### src/rtl/traffic_pkg.sv
// ----------------------------------------------------------------------------
// traffic_pkg
// Shared types and default constants for the traffic phase scheduler.
//   req_state_e : states of the side-street request FSM
//   DEF_*       : default parameter values for the scheduler and its timer
// ----------------------------------------------------------------------------
package traffic_pkg;

    typedef enum logic [1:0] {
        REQ_IDLE    = 2'd0,
        REQ_QUAL    = 2'd1,
        REQ_LATCHED = 2'd2,
        REQ_SERVE   = 2'd3
    } req_state_e;

    localparam int unsigned DEF_SHORT_CYC = 4;
    localparam int unsigned DEF_LONG_CYC  = 16;
    localparam int unsigned DEF_DEB_CYC   = 3;
    localparam int unsigned DEF_CNT_W     = 8;

endpackage

### src/rtl/traffic_interval_timer.sv
// ----------------------------------------------------------------------------
// traffic_interval_timer
// Phase interval timer. A start strobe clears the count, which then rises
// one per clock and saturates at LONG_CYC. The short/long expiry flags are
// decoded from the registered count.
// Ports:
//   clk     : system clock, rising edge
//   reset_n : synchronous active-low reset
//   st      : timer start strobe (held high keeps the count at zero)
//   cnt     : current interval count
//   ts      : cnt >= SHORT_CYC
//   tl      : cnt >= LONG_CYC
// ----------------------------------------------------------------------------
module traffic_interval_timer
    import traffic_pkg::*;
#(
    parameter int unsigned SHORT_CYC = DEF_SHORT_CYC,
    parameter int unsigned LONG_CYC  = DEF_LONG_CYC,
    parameter int unsigned CNT_W     = DEF_CNT_W
) (
    input  logic             clk,
    input  logic             reset_n,
    input  logic             st,
    output logic [CNT_W-1:0] cnt,
    output logic             ts,
    output logic             tl
);

    logic [CNT_W-1:0] cnt_q;
    logic [CNT_W-1:0] cnt_d;

    // Saturate rather than wrap so the flags stay set until the next start.
    always_comb begin
        cnt_d = cnt_q;
        if (st) begin
            cnt_d = '0;
        end else if (cnt_q < CNT_W'(LONG_CYC)) begin
            cnt_d = cnt_q + CNT_W'(1);
        end
    end

    always_ff @(posedge clk) begin
        if (!reset_n) begin
            cnt_q <= '0;
        end else begin
            cnt_q <= cnt_d;
        end
    end

    assign cnt = cnt_q;
    assign ts  = (cnt_q >= CNT_W'(SHORT_CYC));
    assign tl  = (cnt_q >= CNT_W'(LONG_CYC));

endmodule

### src/rtl/traffic_phase_sched.sv
// ----------------------------------------------------------------------------
// traffic_phase_sched
// Sequencing companion for the intersection light controller. Owns the phase
// interval timer and qualifies/latches the side-street car request until the
// side street has been served (side green seen, then released).
//
// Optional build macro: TRAFFIC_PED_REQ_EN adds ped_btn, which latches a
// request immediately from IDLE or QUAL, bypassing the debounce.
//
// Ports:
//   clk         : system clock, rising edge
//   reset_n     : synchronous active-low reset
//   ped_btn     : pedestrian request (only with TRAFFIC_PED_REQ_EN)
//   car_sensor  : raw side-street detector, already synchronised
//   st          : timer start strobe from the controller
//   sg          : side-green indication from the controller
//   c_out       : qualified car request to the controller
//   ts / tl     : short / long interval expired
//   req_pending : request latched and waiting for side green
//   timer_cnt   : current interval count
//
// state   | meaning
// IDLE    | no request, waiting for car_sensor
// QUAL    | counting consecutive high sensor samples
// LATCHED | request held, waiting for side green
// SERVE   | side green active, request held until sg drops
// ----------------------------------------------------------------------------
module traffic_phase_sched
    import traffic_pkg::*;
#(
    parameter int unsigned SHORT_CYC = DEF_SHORT_CYC,
    parameter int unsigned LONG_CYC  = DEF_LONG_CYC,
    parameter int unsigned DEB_CYC   = DEF_DEB_CYC,
    parameter int unsigned CNT_W     = DEF_CNT_W
) (
    input  logic             clk,
    input  logic             reset_n,
`ifdef TRAFFIC_PED_REQ_EN
    input  logic             ped_btn,
`endif
    input  logic             car_sensor,
    input  logic             st,
    input  logic             sg,
    output logic             c_out,
    output logic             ts,
    output logic             tl,
    output logic             req_pending,
    output logic [CNT_W-1:0] timer_cnt
);

    localparam int unsigned DEB_W = $clog2(DEB_CYC + 1);

    req_state_e       state_q;
    logic [DEB_W-1:0] deb_q;
    logic             c_out_q;
    logic             req_pending_q;
    logic             ped_hit;

`ifdef TRAFFIC_PED_REQ_EN
    assign ped_hit = ped_btn;
`else
    assign ped_hit = 1'b0;
`endif

    traffic_interval_timer #(
        .SHORT_CYC (SHORT_CYC),
        .LONG_CYC  (LONG_CYC),
        .CNT_W     (CNT_W)
    ) u_timer (
        .clk     (clk),
        .reset_n (reset_n),
        .st      (st),
        .cnt     (timer_cnt),
        .ts      (ts),
        .tl      (tl)
    );

    // Outputs are assigned alongside each transition so they reflect the
    // state being entered, giving one cycle from the final sample to c_out.
    always_ff @(posedge clk) begin
        if (!reset_n) begin
            state_q       <= REQ_IDLE;
            deb_q         <= '0;
            c_out_q       <= 1'b0;
            req_pending_q <= 1'b0;
        end else begin
            case (state_q)
                REQ_IDLE, REQ_QUAL: begin
                    if (ped_hit ||
                        (car_sensor && (state_q == REQ_IDLE) && (DEB_CYC == 1)) ||
                        (car_sensor && (state_q == REQ_QUAL) &&
                         (deb_q + DEB_W'(1) >= DEB_W'(DEB_CYC)))) begin
                        state_q       <= REQ_LATCHED;
                        deb_q         <= '0;
                        c_out_q       <= 1'b1;
                        req_pending_q <= 1'b1;
                    end else if (car_sensor) begin
                        state_q       <= REQ_QUAL;
                        deb_q         <= (state_q == REQ_IDLE) ? DEB_W'(1) : deb_q + DEB_W'(1);
                        c_out_q       <= 1'b0;
                        req_pending_q <= 1'b0;
                    end else begin
                        state_q       <= REQ_IDLE;
                        deb_q         <= '0;
                        c_out_q       <= 1'b0;
                        req_pending_q <= 1'b0;
                    end
                end
                REQ_LATCHED: begin
                    c_out_q <= 1'b1;
                    if (sg) begin
                        state_q       <= REQ_SERVE;
                        req_pending_q <= 1'b0;
                    end else begin
                        req_pending_q <= 1'b1;
                    end
                end
                REQ_SERVE: begin
                    req_pending_q <= 1'b0;
                    if (sg) begin
                        c_out_q <= 1'b1;
                    end else if (car_sensor && (DEB_CYC == 1)) begin
                        // Re-request already satisfies a single-sample debounce.
                        state_q       <= REQ_LATCHED;
                        c_out_q       <= 1'b1;
                        req_pending_q <= 1'b1;
                    end else if (car_sensor) begin
                        state_q <= REQ_QUAL;
                        deb_q   <= DEB_W'(1);
                        c_out_q <= 1'b0;
                    end else begin
                        state_q <= REQ_IDLE;
                        deb_q   <= '0;
                        c_out_q <= 1'b0;
                    end
                end
                default: begin
                    state_q       <= REQ_IDLE;
                    deb_q         <= '0;
                    c_out_q       <= 1'b0;
                    req_pending_q <= 1'b0;
                end
            endcase
        end
    end

    assign c_out       = c_out_q;
    assign req_pending = req_pending_q;

endmodule

### config.mk
export PLATFORM = sky130hd
export DESIGN_NAME = traffic_phase_sched
export DESIGN_NICKNAME = d
export VERILOG_FILES = /design/src/rtl/traffic_pkg.sv /design/src/rtl/traffic_interval_timer.sv /design/src/rtl/traffic_phase_sched.sv
export SDC_FILE = /design/constraint.sdc
export NUM_CORES = 1
export LEC_CHECK = 0
export BUFFER_PORTS_ARGS = -buffer_cell sky130_fd_sc_hd__buf_2
export CAP_MARGIN = 5
export CORE_AREA = 4 4 41 43
export DETAILED_ROUTE_END_ITERATION = 16
export DIE_AREA = 0 0 45 47
export GPL_TIMING_DRIVEN = 1
export PLACE_DENSITY_LB_ADDON = 0.25
export SLEW_MARGIN = 25
export SYNTH_ARGS = -nofsm -noshare
export SYNTH_HDL_FRONTEND = slang
export SYNTH_HIERARCHICAL = 1
export SYNTH_SLANG_ARGS = --single-unit
### constraint.sdc
create_clock -name clk -period 1.4 [get_ports clk]
set_input_delay 0.07 -clock clk [delete_from_list [all_inputs] [get_ports clk]]
set_output_delay 0.07 -clock clk [all_outputs]
set_load 0.01 [all_outputs]
**Word level (Yosys, flattened, before mapping)**

Cells that the tools add are included.

- Multiplexer cells: 14
- $lt $le $gt $ge: 4
- $add $sub $neg: 2
- Bitwise logic cells: 1
- Reductions and logical operators: 8
- Eq/ne operators: 5

Operators by type and width:

| kind | number |
|---|---|
| $mux W2 | 6 |
| $add A8 B1 Y8 const B | 1 |
| $ge A8 B3 Y1 const B | 1 |
| $ge A8 B5 Y1 const B | 1 |
| $lt A8 B5 Y1 const B | 1 |
| $pmux W1 S3 | 2 |
| $pmux W2 S3 | 1 |
| $eq A2 B2 Y1 const B | 2 |
| $mux W1 | 4 |
| $ne A2 B2 Y1 const B | 2 |
| $pmux W2 S2 | 1 |
| $reduce_and A2 Y1 | 2 |
| $reduce_or A2 Y1 | 2 |
| $add A2 B1 Y2 const B | 1 |
| $eq A2 B1 Y1 const B | 1 |
| $ge A2 B2 Y1 const B | 1 |
| $logic_and A1 B1 Y1 | 2 |
| $logic_not A2 Y1 | 1 |
| $reduce_bool A2 Y1 | 1 |
| $not A1 Y1 | 1 |

- Word-level logic and storage cells: 39
- Bits in registers: 14

**Logic depth before layout (Yosys ltp)**

- Word-level depth: 5
- Gate-level depth with buffers: 5
- Depth with buffers taken out: 5

**Cells and area by module**

The synthesis kept the hierarchy.

Modules (own cells, without submodules):

| module | cells each | area an instance (µm²) | instances |
|---|---|---|---|
| traffic_interval_timer | 35 | 336.6 | 1 |
| traffic_phase_sched | 28 | 261.5 | 1 |

**Least setup slack after synthesis**

Ideal clock, no wire load.

- Kind: register to register
- Start point: register u_timer.cnt_q[7] (netlist: u_timer/cnt[7])
- End point: register u_timer.cnt_q[3] (netlist: u_timer/cnt[3])
- Stages on the path, launching flop included: 5
- Data required time: 1,330 ps
- Library setup time: 70 ps
- Data arrival time: 1,300 ps
- Setup slack: 30 ps
- Cell sequence: dfxtp_1 > nor4_4 > inv_2 > or3_1 > a21oi_1

- Cells in the longest elaborated chain, start to end: 1

Ends and longest elaborated chain:

| what | RTL line | source |
|---|---|---|
| start: declaration | traffic_interval_timer.sv:29 | `logic [CNT_W-1:0] cnt_q;` |
| start signal: assignment | traffic_interval_timer.sv:46 | `cnt_q <= cnt_d;` |
| $lt A8 B5 Y1 | traffic_interval_timer.sv:37 | `end else if (cnt_q < CNT_W'(LONG_CYC)) begin` |

Every way passes these cells.
A chain may end at the register's enable or synchronous reset.

**Worst setup path after layout**

- Start point: register u_timer.cnt_q[6] (netlist: u_timer/cnt[6])
- End point: output ts

- Cells in the longest elaborated chain, start to end: 1

Ends and longest elaborated chain:

| what | RTL line | source |
|---|---|---|
| $ge A8 B3 Y1 | traffic_interval_timer.sv:51 | `assign ts = (cnt_q >= CNT_W'(SHORT_CYC));` |
| end: declaration | traffic_phase_sched.sv:45 | `output logic ts,` |

Every way passes these cells.

==> metrics <==
layout cells sized above 1 41.30%; Core Area 0.001301 sq mm; TritonCTS buffer count 3; first-pass GRT wire length 1876 um; combinational share of power 6.0%; hold path startpoint reset_n; starting density of the core 45.96%; area grow syn2layout 39.33%; Power Density 894.8 mW/mm^2; antenna violations before repair 0; clk slew on worst S/H paths 90 ps; Hold Buf Count CTS 0; final instance area 833.3 sq um; die area 0.002115 sq mm; status complete, but fails checks; yosys warns 6; GR Util met2 16.95%; ANT cells 0; flops & latches, synth 14; Async SR Flop Fraction 0%; Hold Slack 88.44 ps; Layout fillers 122; aggregate global routing overflow 0; switching power 161.3 uW; GR peak layer met2; maximum VDD drop 0.0006209 V; routed vias/inst 4.822; unrepaired setup endpoints after global routing true; Clock Skew 14.84 ps; crit path launch type register; Routed Antenna Nets 0; CTS root buffer clkbuf_4; commonest non-fill, non-tap cell in the layout buf_2; syn nets 71; Sw Ratio 21.64%; post-route setup slack -104.8 ps; Internal 584.3 uW; placed cell areas 719.4 sq um; TritonRoute pass-1 iters 4; CP Max Fanout 3; EDFF count, synth 0; Crit. End Element output port; commonest cells after routing, fill and taps aside buf_2 (14), dfxtp_1 (11), buf_4 (8); Longest Clk Path Bufs 2; CP required 1330 ps; Reg area 284.0 sq um; DRC violations left 0; largest net degree at the start of global routing 10; fin util 64.04%; placed cells 97; failing checks setup timing; Clk pwr share 39.0%; min cycle time layout 1505 ps; R2R Path Start u_timer/cnt[6]; Final nets 101; CTS tree done; # clock sinks 14; area occupied by multi-input gates 307.8 sq um; max-slew violations 0; H-tree Lvls 1; worst slew pin tran 331.0 ps; met1 usage 15.97%; Sum Neg Setup Slack -221.1 ps; Max Cap Viol 0; HP Class input port to register; Rows 13; Leakage Power 0.3822 nW; Die X 45 um; WS Path Type register to output port; post-synth cell types 27; Sequential Power Share 55.0%; clk_lat worst skew 290 ps; Seq/Total Area, Yosys 46.86%; post-synthesis cell count 63; Hold Fails Final Rpt 0; most common flop cell mapped by yosys dfxtp_1; WP data arrival 1430 ps; Syn Area/Cell 9.493 sq um; R2R Setup Slk -60 ps; DR iter-0 viols 10; number of global-route vias before repair 438; routed length per instance 11.61 um; post-DP HPWL 809.7 um; fin crit share 107.5%; Mapped Area 598.1 sq um; GP Congestion 0.7317; pre-CTS setup slack 46.31 ps; maximum clock frequency 664.6 MHz; normalized max-slew margin 77.70%; Total Wirelength 1242 um; vias post-DR 516; GRT met3 Usage 6.130%; Buffers on Ports 16; final total power 745.7 uW; Ports 17; Die H 47 um; Worst Setup SP u_timer/cnt[6]; fin cells 107; GRT Resource Usage Total 12.24%; setup violators final 4
-- state kept, by name (all words and copies together), names as in the netlist --
| register | count |
|---|---|
| c_out | 1 |
| u_timer/cnt | 8 |
| state_q | 2 |
| deb_q | 2 |
| req_pending | 1 |
-- cell families after synthesis --
family                     after synthesis  synth area share [%]
xor gates and xnor gates                 1                 1.465
DFF                                     14                 46.86
adders and majority gates                3                 6.277
and+or+nand+nor                         23                 24.48
muxes                                    1                 1.674
AOI/OAI and AO/OA                       15                 15.48
buffers and inverters                    6                 3.765
-- final timing paths --
path	endpoint	depth (start not counted)
max	ts	4
min	req_pending	2
max reg2reg	u_timer/cnt[2]	6
min reg2reg	deb_q[0]	2
-- power by group through the flow --
stage | clock network (mW) | logic [mW] | registers (mW)
3_5_place_dp | 0 | 0.0409 | 0.419
6_report | 0.291 | 0.0451 | 0.410
4_1_cts | 0.301 | 0.0413 | 0.410
5_1_grt | 0.323 | 0.0515 | 0.411
3_3_place_gp | 0 | 0.0409 | 0.419
2_1_floorplan | 0 | 0.0191 | 0.421
-- per-layer routing --
layer  share of wire (%)  routed length (um)  up-vias
met1                  49                 613      219
met2                  42                 527       17
met4                 1.4                  18        0
li1                    -                   -      276
met3                 6.7                  83        4
met5                   0                   0        -
-- worst max-delay path: stages (launching register included) --
cell	delay, ps
dfxtp_2	340
nor4_4	300
inv_2	70
or3_4	330
buf_6	130
-- synthesized netlist by cell type (2+ instances only) --
master,count,area share [%]
a21boi_0,2,2.5
a21oi_1,5,4.2
and2_1,3,3.1
dfxtp_1,14,47
ha_1,3,6.3
inv_1,5,3.1
nand2_1,5,3.1
nor2_1,3,1.9
o21ai_0,4,3.3
or3_1,2,2.1
-- final cells by class --
cell class                      count  share of cell area, %
Multi-Input combinational cell     43                  36.94
Inverter                            6                  2.703
Tap cell                           15                  2.252
Sequential cell                    14                  34.08
Timing Repair Buffer               25                  19.67
Clock buffer                        4                  4.354
-- repair_timing --
| item | in CTS | in global routing |
|---|---|---|
| setup buffers | 3 | 3 |
| gates resized for setup | 4 | 5 |
| pin swaps | 1 | 5 |
| setup endpoints to repair | 1 | 5 |
(Power assumes the default switching activity.)
